**src/rtl/covariance_kernel_sequencer.sv**
```systemverilog
// Top-level ap_ctrl_hs sequencer for the covariance kernel.
// Runs column mean (s0), centering (s1), then one covariance-row pass (s2) per row.
//
// Ports:
//   ap_clk, ap_rst_n          clock, async active-low reset
//   ap_start/done/ready/idle  host block-level handshake
//   sN_start/ready/done       per-child handshake, N = 0..2
//   s2_row                    row index for the current stage-2 pass
//   cyc_s0/s1/s2              saturating cycles-in-stage counters
module covariance_kernel_sequencer #(
    parameter int OUTER_TRIP = 32,
    parameter int ROW_W      = 8,
    parameter int CNT_W      = 32
) (
    input  logic             ap_clk,
    input  logic             ap_rst_n,
    input  logic             ap_start,
    output logic             ap_done,
    output logic             ap_ready,
    output logic             ap_idle,
    output logic             s0_start,
    input  logic             s0_ready,
    input  logic             s0_done,
    output logic             s1_start,
    input  logic             s1_ready,
    input  logic             s1_done,
    output logic             s2_start,
    input  logic             s2_ready,
    input  logic             s2_done,
    output logic [ROW_W-1:0] s2_row,
    output logic [CNT_W-1:0] cyc_s0,
    output logic [CNT_W-1:0] cyc_s1,
    output logic [CNT_W-1:0] cyc_s2
);

    localparam logic [2:0] ST_IDLE = 3'd0;
    localparam logic [2:0] ST_S0   = 3'd1;
    localparam logic [2:0] ST_S1   = 3'd2;
    localparam logic [2:0] ST_S2   = 3'd3;
    localparam logic [2:0] ST_DONE = 3'd4;

    localparam logic [ROW_W-1:0] LAST_ROW = ROW_W'(OUTER_TRIP - 1);
    localparam logic [CNT_W-1:0] CNT_MAX  = '1;

    logic [2:0]       state_q, state_d;
    logic             pend_q, pend_d;
    logic [ROW_W-1:0] row_q, row_d;
    logic [CNT_W-1:0] cyc_s0_q, cyc_s0_d;
    logic [CNT_W-1:0] cyc_s1_q, cyc_s1_d;
    logic [CNT_W-1:0] cyc_s2_q, cyc_s2_d;

    function automatic logic [CNT_W-1:0] sat_inc(input logic [CNT_W-1:0] v);
        return (v == CNT_MAX) ? v : v + CNT_W'(1);
    endfunction

    always_comb begin
        state_d  = state_q;
        pend_d   = pend_q;
        row_d    = row_q;
        cyc_s0_d = cyc_s0_q;
        cyc_s1_d = cyc_s1_q;
        cyc_s2_d = cyc_s2_q;
        case (state_q)
            ST_IDLE: begin
                if (ap_start) begin
                    state_d  = ST_S0;
                    pend_d   = 1'b1;
                    row_d    = '0;
                    cyc_s0_d = '0;
                    cyc_s1_d = '0;
                    cyc_s2_d = '0;
                end
            end
            ST_S0: begin
                cyc_s0_d = sat_inc(cyc_s0_q);
                // done implies acceptance, so it wins over ready
                if (s0_done) begin
                    state_d = ST_S1;
                    pend_d  = 1'b1;
                end else if (s0_ready) begin
                    pend_d = 1'b0;
                end
            end
            ST_S1: begin
                cyc_s1_d = sat_inc(cyc_s1_q);
                if (s1_done) begin
                    state_d = ST_S2;
                    pend_d  = 1'b1;
                end else if (s1_ready) begin
                    pend_d = 1'b0;
                end
            end
            ST_S2: begin
                cyc_s2_d = sat_inc(cyc_s2_q);
                if (s2_done) begin
                    if (row_q == LAST_ROW) begin
                        state_d = ST_DONE;
                        pend_d  = 1'b0;
                    end else begin
                        // re-arm beats a same-cycle ready for the old row
                        row_d  = row_q + ROW_W'(1);
                        pend_d = 1'b1;
                    end
                end else if (s2_ready) begin
                    pend_d = 1'b0;
                end
            end
            ST_DONE: begin
                state_d = ST_IDLE;
                pend_d  = 1'b0;
            end
            default: begin
                state_d = ST_IDLE;
                pend_d  = 1'b0;
            end
        endcase
    end

    always_ff @(posedge ap_clk or negedge ap_rst_n) begin
        if (!ap_rst_n) begin
            state_q  <= ST_IDLE;
            pend_q   <= 1'b0;
            row_q    <= '0;
            cyc_s0_q <= '0;
            cyc_s1_q <= '0;
            cyc_s2_q <= '0;
        end else begin
            state_q  <= state_d;
            pend_q   <= pend_d;
            row_q    <= row_d;
            cyc_s0_q <= cyc_s0_d;
            cyc_s1_q <= cyc_s1_d;
            cyc_s2_q <= cyc_s2_d;
        end
    end

    // All outputs decode from flops, so an async reset reaches them at once.
    assign ap_idle  = (state_q == ST_IDLE);
    assign ap_done  = (state_q == ST_DONE);
    assign ap_ready = (state_q == ST_DONE);
    assign s0_start = pend_q && (state_q == ST_S0);
    assign s1_start = pend_q && (state_q == ST_S1);
    assign s2_start = pend_q && (state_q == ST_S2);
    assign s2_row   = row_q;
    assign cyc_s0   = cyc_s0_q;
    assign cyc_s1   = cyc_s1_q;
    assign cyc_s2   = cyc_s2_q;

endmodule

```
**config.mk**
```make
export PLATFORM = sky130hd
export DESIGN_NAME = covariance_kernel_sequencer
export DESIGN_NICKNAME = d
export VERILOG_FILES = /design/src/rtl/covariance_kernel_sequencer.sv
export SDC_FILE = /design/constraint.sdc
export NUM_CORES = 1
export LEC_CHECK = 0
export ABC_AREA = 1
export CAP_MARGIN = 20
export CORE_UTILIZATION = 59
export CTS_CLUSTER_SIZE = 20
export DETAILED_ROUTE_END_ITERATION = 10
export PLACE_DENSITY = 0.87
export SYNTH_ARGS = -nofsm -noshare
export SYNTH_HDL_FRONTEND = slang
export SYNTH_SLANG_ARGS = --single-unit
```
**constraint.sdc**
```tcl
create_clock -name ap_clk -period 3.4 [get_ports ap_clk]
set_input_delay 0.85 -clock ap_clk [delete_from_list [all_inputs] [get_ports ap_clk]]
set_output_delay 0.85 -clock ap_clk [all_outputs]
set_load 0.02 [all_outputs]
```
# Word-level counts from Yosys, hierarchy flattened
# Cells that the tools add are included.
# classes
n_mux	26
n_lt_le_gt_ge	0
shift	0
n_mul	0
bitwise_logic	0
div	0
n_reduce_logical	13
add_sub_neg	4
n_eq_ne	20
# ops
cell	count
case mux 32 bit (2 select lines)	3
two-way mux 32 bit	4
adder 32 x 1 -> 32 bit (second input constant)	3
== test 32 bit (second input constant)	3
two-way mux 8 bit	3
inequality test 2 bit (second input constant)	9
case mux 8 bit (2 select lines)	1
two-way mux 3 bit	5
case mux 3 bit (4 select lines)	1
inequality test 3 bit (second input constant)	3
AND reduction 3 bit	3
adder 8 x 1 -> 8 bit (second input constant)	1
== test 8 x 5 -> 1 bit (second input constant)	1
two-way mux 1 bit	8
AND reduction 4 bit	2
== test 3 x 2 -> 1 bit (second input constant)	2
nonzero test 2 bit	3
AND reduction 5 bit	1
case mux 1 bit (4 select lines)	1
== test 3 x 1 -> 1 bit (second input constant)	1
== test 3 bit (second input constant)	1
logical AND 1 bit	3
zero test 3 bit	1
# word_totals
inputBits	9
memories	0
mem_bits_ro	0
latchBits	0
ram_bits	0
ff_bits	108

# Logic depth before layout (Yosys ltp)
# depth
ltp_word	4
mapped_depth	12
mapped_depth_nobuf	11

# Worst setup path before layout
# No wires, ideal clock.
# synth_path
path_kind	flip-flop to output port
startpoint	register state_q[0]
endpoint	output port ap_ready
stages_incl_launch_ff	4
n_path_buf	2
required_time_ns	2.550
slack_ns	1.240
arrival_time_ns	1.310
cell_sequence	dfrtp_1 > buf_4 > nor3_1 > buf_4
# synth_via
elab_chain_len	1
# synth_rtl
item	line	text
from (decl)	45	logic [2:0] state_q, state_d;
from (signal assigned)	128	state_q <= state_d;
== test 3 bit	-	
to (decl)	19	output logic ap_ready,
# Every way passes these cells.

# Final worst setup path
# layout_path
startpoint	register state_q[0]
endpoint	output port s2_start
# layout_via
elab_chain_len	2
# layout_rtl
item	line	text
== test 3 x 2 -> 1 bit	143	assign s2_start = pend_q && (state_q == ST_S2);
logical AND 1 bit	143	
to (decl)	27	output logic s2_start,
# Every way passes these cells.

==> results.md <==
* Outcome: finished clean
* Area of the multi-input gates at 3930 um^2
* Synth Cell Area at 7210 um^2
* Pleak at 3.88 nW
* Clock slew at reported path FFs at 80 ps
* DR pass1 iterations at 5
* Bufs and invs on worst path at 1
* Postcts setup bufs at 0
* Worst setup SP type: register
* Drt total wl at 18.7 mm
* Area Growth Syn to Fin at 21.8%
* Residual DRC at 0
* # setup viols final at 0
* Largest stage delay, worst path at 620 ps
* CP max-delay cell: clkdlybuf4s50_1
* Fill cells at 1005
* Number of H-tree levels at 3
* Die W at 113 um
* Maximum number of pins on one net before global-route repair at 54
* Rel. slew slack at 53.5%
* Netlist cell types at 41
* HPWL after DPL at 13.8 mm
* Total Neg Setup Slack at 0 ps
* Total Power at 3.90 mW
* Hold Buf Count CTS at 0
* EDFF count, synth at 0
* Place WS at 787 ps
* Yosys warns at 0
* Sequential share of the synthesized area at 37.5%
* Die Ht at 113 um
* Critical path data required time at 2550 ps
* Syn Inst Count at 1111
* WS Path Type: register to output pin
* Largest delay share family, worst path: buffers and inverters
* Max-slew violation count at 0
* Post-layout util at 73.4%
* Fmax at 334 MHz
* Yosys top cell area share at 37.5%
* Num rows at 40
* Die area at 12700 um^2
* Share of layout cells above drive strength 1 at 6.10%
* Gr ovfl total at 0
* CTS Sinks at 108
* Worst Max-Slew Pin Slew at 697 ps
* Worst R2R Path Depth at 6
* RSZ-0062 raised after global routing: false
* Core area at 12000 um^2
* TritonCTS Buffers at 9
* Fin crit period at 2990 ps
* Root buf cell: clkbuf_16
* PwrDens at 444 nW/um^2
* Fin crit share at 88.0%
* Post-CTS Resized at 0
* # IOs at 119
* Worst Hold Class: register to register
* Routability cong. at 0.940
* Most common cell in the netlist: nand2_1
* Initial antenna violation count at 0
* Critical Path End Type: output pin
* FF+latch count, synth at 108
* Synth top cells by count: nand2_1 (445), nor2_1 (144), dfrtp_1 (108)
* Iter 0 DRT Violations at 744
* CP Max Fanout at 18
* Fin area at 8780 um^2
* CP arrival at 2140 ps
* Layout net count at 1237
* Worst skew pair latency at 360 ps
* Register cell area after layout at 2700 um^2
* Stages on worst setup path at 3
* Clk_skew at 10.1 ps
* Worst setup margin at 407 ps
* Average size of a mapped cell at 6.49 um^2
* TritonCTS clock tree: built
* Number of antenna diodes at 0
* Buffers added on ports at 118
* Initial Utilization at 60.3%
* Biggest area consumer among synthesized cells: dfrtp_1
* Cells along the critical path: nand3_2 -> nor2_1 -> clkdlybuf4s50_1
* Post-DP Area at 8470 um^2
* Net Count, Synth at 1124
* Max-cap viol count at 0
* GRT Resource Usage Total at 31.0%
* First-pass GRT wire length at 31.5 mm
* Clock Path Buffers at 2
* Max VDD drop at 0.353 mV
* Top cells by area, synth: dfrtp_1 (38%), nand2_1 (23%), nor2_1 (7.5%), nand3_1 (6.6%), inv_1 (5.6%)
* Vias at 7372
* Detail Route Antenna Nets at 0
* Hold path depth at 2
* Final hold viol count at 0
* Main synth FF type: dfrtp_1
* Wire per inst at 13.6 um
* Number of global-route vias before repair at 6635
* Async S/R FF share, synth at 100%
* Drt via density at 5.36
-- metrics by stage --
| stage | hold WS, ps | std cells |
|---|---|---|
| global placement | 482 | 1360 |
| floorplan | 453 | 1111 |
| detailed placement | 511 | 1360 |
| finish | 530 | 1376 |
| global route | 547 | 1376 |
| CTS | 529 | 1376 |
-- power by group --
group | internal [mW] | switching, mW | leakage, nW
registers | 1.35 | 0.109 | 1.50
clock network | 0.595 | 0.501 | 0.146
logic | 0.350 | 0.993 | 2.23
total | 2.30 | 1.60 | 3.88
-- flip-flops by register name, summed over array words and instances (netlist names) --
name,flops
state_q,3
cyc_s2,32
s2_row,8
pend_q,1
cyc_s0,32
cyc_s1,32
-- final timing paths --
check                                        from                endpoint  slack [ps]
max                        state_q[0]$_DFFE_PN0P_                s2_start         410
min                            pend_q$_DFFE_PN0P_      pend_q$_DFFE_PN0P_         530
max reg2reg                state_q[0]$_DFFE_PN0P_  cyc_s2[23]$_DFFE_PN0P_         950
min reg2reg                    pend_q$_DFFE_PN0P_      pend_q$_DFFE_PN0P_         530
max in group asynchronous                ap_rst_n  cyc_s2[29]$_DFFE_PN0P_        2140
min in group asynchronous                ap_rst_n  cyc_s1[31]$_DFFE_PN0P_         540
-- tightest hold or removal path: stages (launching register included) --
cell	delay, ps
dfrtp_1	360
nand2_1	60
o21ai_0	70
-- logic make-up after synthesis --
group | count (synthesis) | synth area share, %
adders and majority gates | 4 | 0.694
DFF | 108 | 37.5
AOI/OAI and AO/OA | 83 | 6.46
and+or+nand+nor | 759 | 44.7
buffers and inverters | 135 | 7.95
muxes | 1 | 0.139
xor gates and xnor gates | 21 | 2.55
-- cells in the final DEF (no fill, tap or decap), drive strengths merged, types with 5 or more instances in the layout --
cell type / Yosys / final
nand4: 18 / 18
buf: 15 / 5
or2: 12 / 12
dfrtp: 108 / 108
xnor2: 10 / 10
o21ai: 68 / 68
nand2: 457 / 457
clkdlybuf4s50: 0 / 117
nor3: 13 / 13
clkbuf: 5 / 11
nor2: 154 / 154
xor2: 11 / 11
nand3: 99 / 99
o21bai: 5 / 5
inv: 113 / 114
a21oi: 7 / 7
-- per-layer routing --
layer | up-vias | wire (um) | part of all wire [%] | GRT usage (%)
li1 | 3718 | - | - | -
met1 | 3358 | 8200 | 44 | 41.5
met5 | - | 0 | 0 | 0
met2 | 258 | 9060 | 48 | 51.1
met3 | 38 | 1070 | 5.7 | 5.89
met4 | 0 | 417 | 2.2 | 9.87
-- cell type report --
class	count	share of cell area, %
Clock buffer	11	2.77
Clock inverter	5	0.684
Inverter	115	4.96
Multi-Input combinational cell	868	44.8
Sequential cell	108	30.8
Tap cell	147	2.10
Timing Repair Buffer	122	13.9
(Power assumes the default switching activity.)
